<file path="src/rtl/conflict_judge_if.sv">
// Purpose : handshake bundle between the input-FIFO heads, conflict_judge and conflict_handler.
// Latency : wires only; no storage.
// Backpressure: out_ready carries downstream stall into the judge; pop/fail are the grant side.
//   master: upstream side (drives req, tail, out_ready; observes grants)
//   slave : conflict_judge (consumes req, tail, out_ready; drives fail, pop, busy, timeout_err)
interface conflict_judge_if;
    logic [2:0] req;          // per-source head flit valid and routed here (bit0 x, bit1 y, bit2 local)
    logic [2:0] tail;         // per-source head flit is a tail; meaningful only with req
    logic       out_ready;    // downstream can take a flit this cycle
    logic [2:0] fail;         // one-hot select of the source transferred on the next edge
    logic [2:0] pop;          // FIFO pop strobes, identical to fail
    logic       busy;         // wormhole lock held
    logic       timeout_err;  // one-cycle pulse when a stalled lock is revoked

    modport master (
        output req, tail, out_ready,
        input  fail, pop, busy, timeout_err
    );

    modport slave (
        input  req, tail, out_ready,
        output fail, pop, busy, timeout_err
    );
endinterface

</file>
<file path="src/rtl/conflict_judge.sv">
// Purpose : round-robin output-channel arbiter with wormhole lock; picks one of x/y/local per cycle.
// Latency : fail/pop/busy combinational from state + inputs; flit reaches dout one clock after fail.
// Backpressure: out_ready=0 suppresses all grants; the lock and priority pointer are held unchanged.
// Ports   : clk, rst_n (synchronous, active-high despite the name), bus (conflict_judge_if.slave).
// Option  : JUDGE_TIMEOUT_EN adds the stalled-lock revocation (wait_cnt, TIMEOUT, TW, timeout_err);
//           without it the lock is held indefinitely and timeout_err is tied low.
module conflict_judge #(
    parameter int NSRC = 3
`ifdef JUDGE_TIMEOUT_EN
    ,
    parameter int TIMEOUT = 16,
    parameter int TW      = 5
`endif
) (
    input  logic            clk,
    input  logic            rst_n,
    conflict_judge_if.slave bus
);

    typedef enum logic {IDLE, LOCK} st_t;

    st_t        st, st_nxt;
    logic [1:0] owner, owner_nxt;
    logic [1:0] ptr, ptr_nxt;
    logic [2:0] grant;
    logic [1:0] cand [3];
    logic [1:0] win;
    logic       win_vld;

`ifdef JUDGE_TIMEOUT_EN
    logic [TW-1:0] wait_cnt, wait_nxt;
    logic          to_nxt, to_q;
`endif

    // Successor in the x -> y -> local -> x ring; encoding 3 never appears.
    function automatic logic [1:0] next_src(input logic [1:0] s);
        return (s >= 2'(NSRC - 1)) ? 2'd0 : s + 2'd1;
    endfunction

    // Round-robin scan: ptr first, then its two successors. Scanning from the
    // lowest priority upward lets the highest-priority requester overwrite.
    always_comb begin
        cand[0] = ptr;
        cand[1] = next_src(ptr);
        cand[2] = next_src(cand[1]);
        win_vld = 1'b0;
        win     = ptr;
        for (int k = 2; k >= 0; k--) begin
            if (bus.req[cand[k]]) begin
                win_vld = 1'b1;
                win     = cand[k];
            end
        end
    end

    always_comb begin
        st_nxt    = st;
        owner_nxt = owner;
        ptr_nxt   = ptr;
        grant     = 3'b000;
`ifdef JUDGE_TIMEOUT_EN
        wait_nxt  = wait_cnt;
        to_nxt    = 1'b0;
`endif
        case (st)
            IDLE: begin
                if (bus.out_ready && win_vld) begin
                    grant[win] = 1'b1;
`ifdef JUDGE_TIMEOUT_EN
                    wait_nxt = '0;
`endif
                    // Single-flit packets never take the lock.
                    if (bus.tail[win]) begin
                        ptr_nxt = next_src(win);
                    end else begin
                        st_nxt    = LOCK;
                        owner_nxt = win;
                    end
                end
            end
            LOCK: begin
                // Only the owner is eligible; other requests wait for the tail.
                if (bus.req[owner] && bus.out_ready) begin
                    grant[owner] = 1'b1;
`ifdef JUDGE_TIMEOUT_EN
                    wait_nxt = '0;
`endif
                    if (bus.tail[owner]) begin
                        st_nxt  = IDLE;
                        ptr_nxt = next_src(owner);
                    end
                end
`ifdef JUDGE_TIMEOUT_EN
                // Only an empty owner FIFO counts as a stall; downstream
                // backpressure does not. The TIMEOUT-th empty cycle revokes.
                else if (!bus.req[owner]) begin
                    if (wait_cnt == TW'(TIMEOUT - 1)) begin
                        st_nxt   = IDLE;
                        ptr_nxt  = next_src(owner);
                        wait_nxt = '0;
                        to_nxt   = 1'b1;
                    end else begin
                        wait_nxt = wait_cnt + 1'b1;
                    end
                end
`endif
            end
            default: st_nxt = IDLE;
        endcase
    end

    always_ff @(posedge clk) begin
        if (rst_n) begin
            st    <= IDLE;
            owner <= 2'd0;
            ptr   <= 2'd0;
        end else begin
            st    <= st_nxt;
            owner <= owner_nxt;
            ptr   <= ptr_nxt;
        end
    end

`ifdef JUDGE_TIMEOUT_EN
    always_ff @(posedge clk) begin
        if (rst_n) begin
            wait_cnt <= '0;
            to_q     <= 1'b0;
        end else begin
            wait_cnt <= wait_nxt;
            to_q     <= to_nxt;
        end
    end

    assign bus.timeout_err = to_q;
`else
    assign bus.timeout_err = 1'b0;
`endif

    // Reset masks the grant immediately so no FIFO is popped mid-reset.
    assign bus.fail = rst_n ? 3'b000 : grant;
    assign bus.pop  = bus.fail;
    assign bus.busy = !rst_n && (st == LOCK);

endmodule

</file>
<file path="src/flat_wrapper.sv">
// flat-port wrapper written by rule: the top's interface ports become plain ports
module conflict_judge_flat 
#(
    parameter int NSRC = 3

)
  (clk, rst_n, bus_req, bus_tail, bus_out_ready, bus_fail, bus_pop, bus_busy, bus_timeout_err);
  conflict_judge_if bus_i ();
  input  logic clk;
  input  logic rst_n;
  input wire logic [$bits(bus_i.req)-1:0] bus_req;
  input wire logic [$bits(bus_i.tail)-1:0] bus_tail;
  input wire logic [$bits(bus_i.out_ready)-1:0] bus_out_ready;
  output wire logic [$bits(bus_i.fail)-1:0] bus_fail;
  output wire logic [$bits(bus_i.pop)-1:0] bus_pop;
  output wire logic [$bits(bus_i.busy)-1:0] bus_busy;
  output wire logic [$bits(bus_i.timeout_err)-1:0] bus_timeout_err;
  assign bus_i.req = bus_req;
  assign bus_i.tail = bus_tail;
  assign bus_i.out_ready = bus_out_ready;
  assign bus_fail = bus_i.fail;
  assign bus_pop = bus_i.pop;
  assign bus_busy = bus_i.busy;
  assign bus_timeout_err = bus_i.timeout_err;
  conflict_judge #(.NSRC(NSRC)) u_core (.clk(clk), .rst_n(rst_n), .bus(bus_i));
endmodule
</file>
<file path="config.mk">
export PLATFORM = sky130hd
export DESIGN_NAME = conflict_judge_flat
export DESIGN_NICKNAME = d
export VERILOG_FILES = /design/src/rtl/conflict_judge_if.sv /design/src/rtl/conflict_judge.sv /design/src/flat_wrapper.sv
export SDC_FILE = /design/constraint.sdc
export NUM_CORES = 1
export LEC_CHECK = 0
export ABC_AREA = 1
export CORE_MARGIN = 4
export CORE_UTILIZATION = 47
export DETAILED_ROUTE_END_ITERATION = 10
export PLACE_DENSITY = 0.78
export SYNTH_ARGS = -nofsm -noshare
export SYNTH_HDL_FRONTEND = slang
export SYNTH_SLANG_ARGS = --single-unit
</file>
<file path="constraint.sdc">
create_clock -name clk -period 2.2 [get_ports clk]
set_input_delay 0.22 -clock clk [delete_from_list [all_inputs] [get_ports clk]]
set_output_delay 0.22 -clock clk [all_outputs]
set_load 0.005 [all_outputs]
</file>
==> results.cfg <==
[outcome]
status = complete, no violations

[global_route]
grt_pass1_vias = 849
global_route.usage.total_pct = 21.34
grt_antenna_before_repair = 0
global_route.overflow_total = 0
grt_first_pass_wirelength_um = 3291
grt_max_degree = 9

[routing]
initialDrtViolationCount = 9
detailroute.via_count = 823
drt-vias-per-instance = 5.080
first_pass_iters = 4
drc_violations = 0
wire_per_inst_um = 11.51
finalWirelength_um = 1865
route.antenna.remaining_nets = 0

[timing]
timing.final.max_slew_violations = 0
setup_ws_ns = 0.1067
period_share_pct = 95.15
setup-violations-final = 0
rsz0062_at_grt = true
achievable-frequency_mhz = 477.7
finalHoldViolations = 0
holdWs_ns = 0.5793
min_period_ns = 2.093
finalClockSkew_ns = 0.01196
totalNegativeSetupSlack_ns = 0

[floorplan]
floorplan.die.width_um = 45.42
num_io_pins = 17
initial_core_utilization_pct = 49.95
fp.dieH_um = 45.42
num_rows = 13
core-area_um2 = 1318
die_area_um2 = 2063

[setup_path]
timing.critical_path.cells = buf_4 > nand2_1 > nand2_1 > nor2_1 > nand2_1 > nand2_2 > nand2_1 > nand2_2 > a21oi_1 > nor3_2 > dlygate4sd2_1
crit_path_top_delay_cell = dfxtp_4
slowest_delay_ns = 0.37
critPathMostFrequentCell = nand2_1
worst_ep_arrival_time_ns = 1.87
worstSetupPathType = register to output port
worstSetupStartpointType = register
timing.critical_path.required_ns = 1.98
setup.worst_path.end_class = output port
worst-path-max-fanout = 7

[run]
max-cap-violations = 0

[clock_tree]
cts_root_buf = clkbuf_4
clk_pin_slew_ns = 0.05
insertion_delay_ns = 0.25
cts.hold.buffers_added = 0
tritoncts = built
clk_path_buf_depth = 2
htreeDepth = 1
clock-sinks = 5
cts-buffers-inserted = 3

[yosys]
synth_seq_area_share_pct = 15.21
synth.area.top_cells = nand2_1 (17%), dfxtp_1 (15%), a21oi_1 (9.1%)
synth-seq-cells = 5
post_synth_instance_area_um2 = 658.1
unique_masters_post_synth = 22
synth_top_cell_by_area = nand2_1
synthesis.yosys.warnings = 0
syn-instance-count = 115
syn_nets = 124
synth.top_cell.area_share_pct = 17.11
synth_area_per_cell_um2 = 5.723

[final_layout]
layout_common_cells = nand2_1 (27), buf_4 (18), inv_1 (13)
final_nets = 157
mostFrequentLayoutCell = nand2_1
drive_gt1_share_pct = 35.37
seq_area_um2 = 105.1
area_growth_syn_to_layout_pct = 48.29
area_of_combinational_cells_with_multiple_inputs_um2 = 493.0
antenna_diode_instance_count = 0
instances_no_fill = 162
n_fill_cell = 119

[placement]
dp_slack_ns = -0.3258
dp.final_hpwl_um = 1470
numPlacedInstances = 157
place.port_buffers = 15
routabilityCongestion = 0.8796

[pwr]
peakVddDrop_mv = 0.5848
pwr_density_cell_nw_per_um2 = 1126
design_power_w = 0.001099
p_leak_nw = 0.4881

[worst_hold_path]
worstHoldPathType = register to register
==> area by class of cell <==
class                           count  share of cell area, %
Multi-Input combinational cell     88                  50.51
Sequential cell                     5                  10.77
Tap cell                           15                  1.923
Timing Repair Buffer               33                  27.56
Clock buffer                        4                  2.692
Inverter                           17                  6.538
==> synthesized netlist by cell type <==
| cell | count |
|---|---|
| nand2_1 | 30 |
| inv_1 | 14 |
| nor2_1 | 13 |
| a21oi_1 | 12 |
| nand3_1 | 10 |
| dfxtp_1 | 5 |
| buf_4 | 4 |
| inv_2 | 3 |
| nand2_2 | 3 |
| nand3_2 | 3 |
| nor2_2 | 3 |
| o211ai_1 | 3 |
| nand4_1 | 2 |
| nor3_1 | 2 |
| a21oi_4 | 1 |
| buf_6 | 1 |
| conb_1 | 1 |
| nand2_4 | 1 |
| nor2_4 | 1 |
| nor3_2 | 1 |
| o21a_2 | 1 |
| o31ai_1 | 1 |
==> state kept, by name, summed over array words and instances, names as in the netlist <==
signal	flops
u_core.owner	2
u_core.ptr	2
u_core.st	1
==> cells by family after synthesis <==
group                  share of synthesized area [%]
AO/OA/AOI/OAI                                  17.49
buffers and inverters                          15.97
other                                         0.5698
flip-flops                                     15.21
AND/OR/NAND/NOR                                50.76
==> layer usage <==
metal,global-route usage [%],routed length (um),vias to the layer above
li1,-,-,430
met1,25.30,835,372
met2,37.88,935,19
met3,4.743,82,2
met4,5.848,12,0
met5,0,0,-
==> worst max-delay path: cells and delay by family (launching register included) <==
kind,cells,cell delay (ns)
simple gates,8,0.78
buf+inv,2,0.39
flops,1,0.37
compound gates,1,0.09
==> path summary, 6_finish.rpt <==
path	start	endpoint	slack, ns	cells after the start
worst min-delay path	u_core.ptr[0]$_SDFFE_PP0P_	u_core.ptr[0]$_SDFFE_PP0P_	0.58	2
worst max register to register	u_core.ptr[1]$_SDFFE_PP0P_	u_core.ptr[0]$_SDFFE_PP0P_	0.43	11
worst min register to register	u_core.ptr[0]$_SDFFE_PP0P_	u_core.ptr[0]$_SDFFE_PP0P_	0.58	2
worst max-delay path	u_core.ptr[1]$_SDFFE_PP0P_	bus_fail[2]	0.11	11
==> metrics by stage <==
step / cell area (um^2) / util (%)
global placement: 913.4 / 69.33
detailed placement: 913.4 / 69.33
floorplan: 658.1 / -
global route: 975.9 / 74.07
CTS: 965.9 / 73.31
finish: 975.9 / 74.07
==> power by group <==
group          switching [W]  leakage, nW  internal [W]
Clock              0.0000437       0.0150     0.0000690
Sequential         0.0000630       0.0422      0.000128
Combinational       0.000427        0.431      0.000369
==> timing repair <==
item / CTS / global route
resized for setup: 21 / 9
pin swaps: 2 / 2
setup endpoints to repair: 6 / 6
hold endpoints to repair: 0 / 0
buffers inserted: 0 / 1
(Power assumes the default switching activity.)
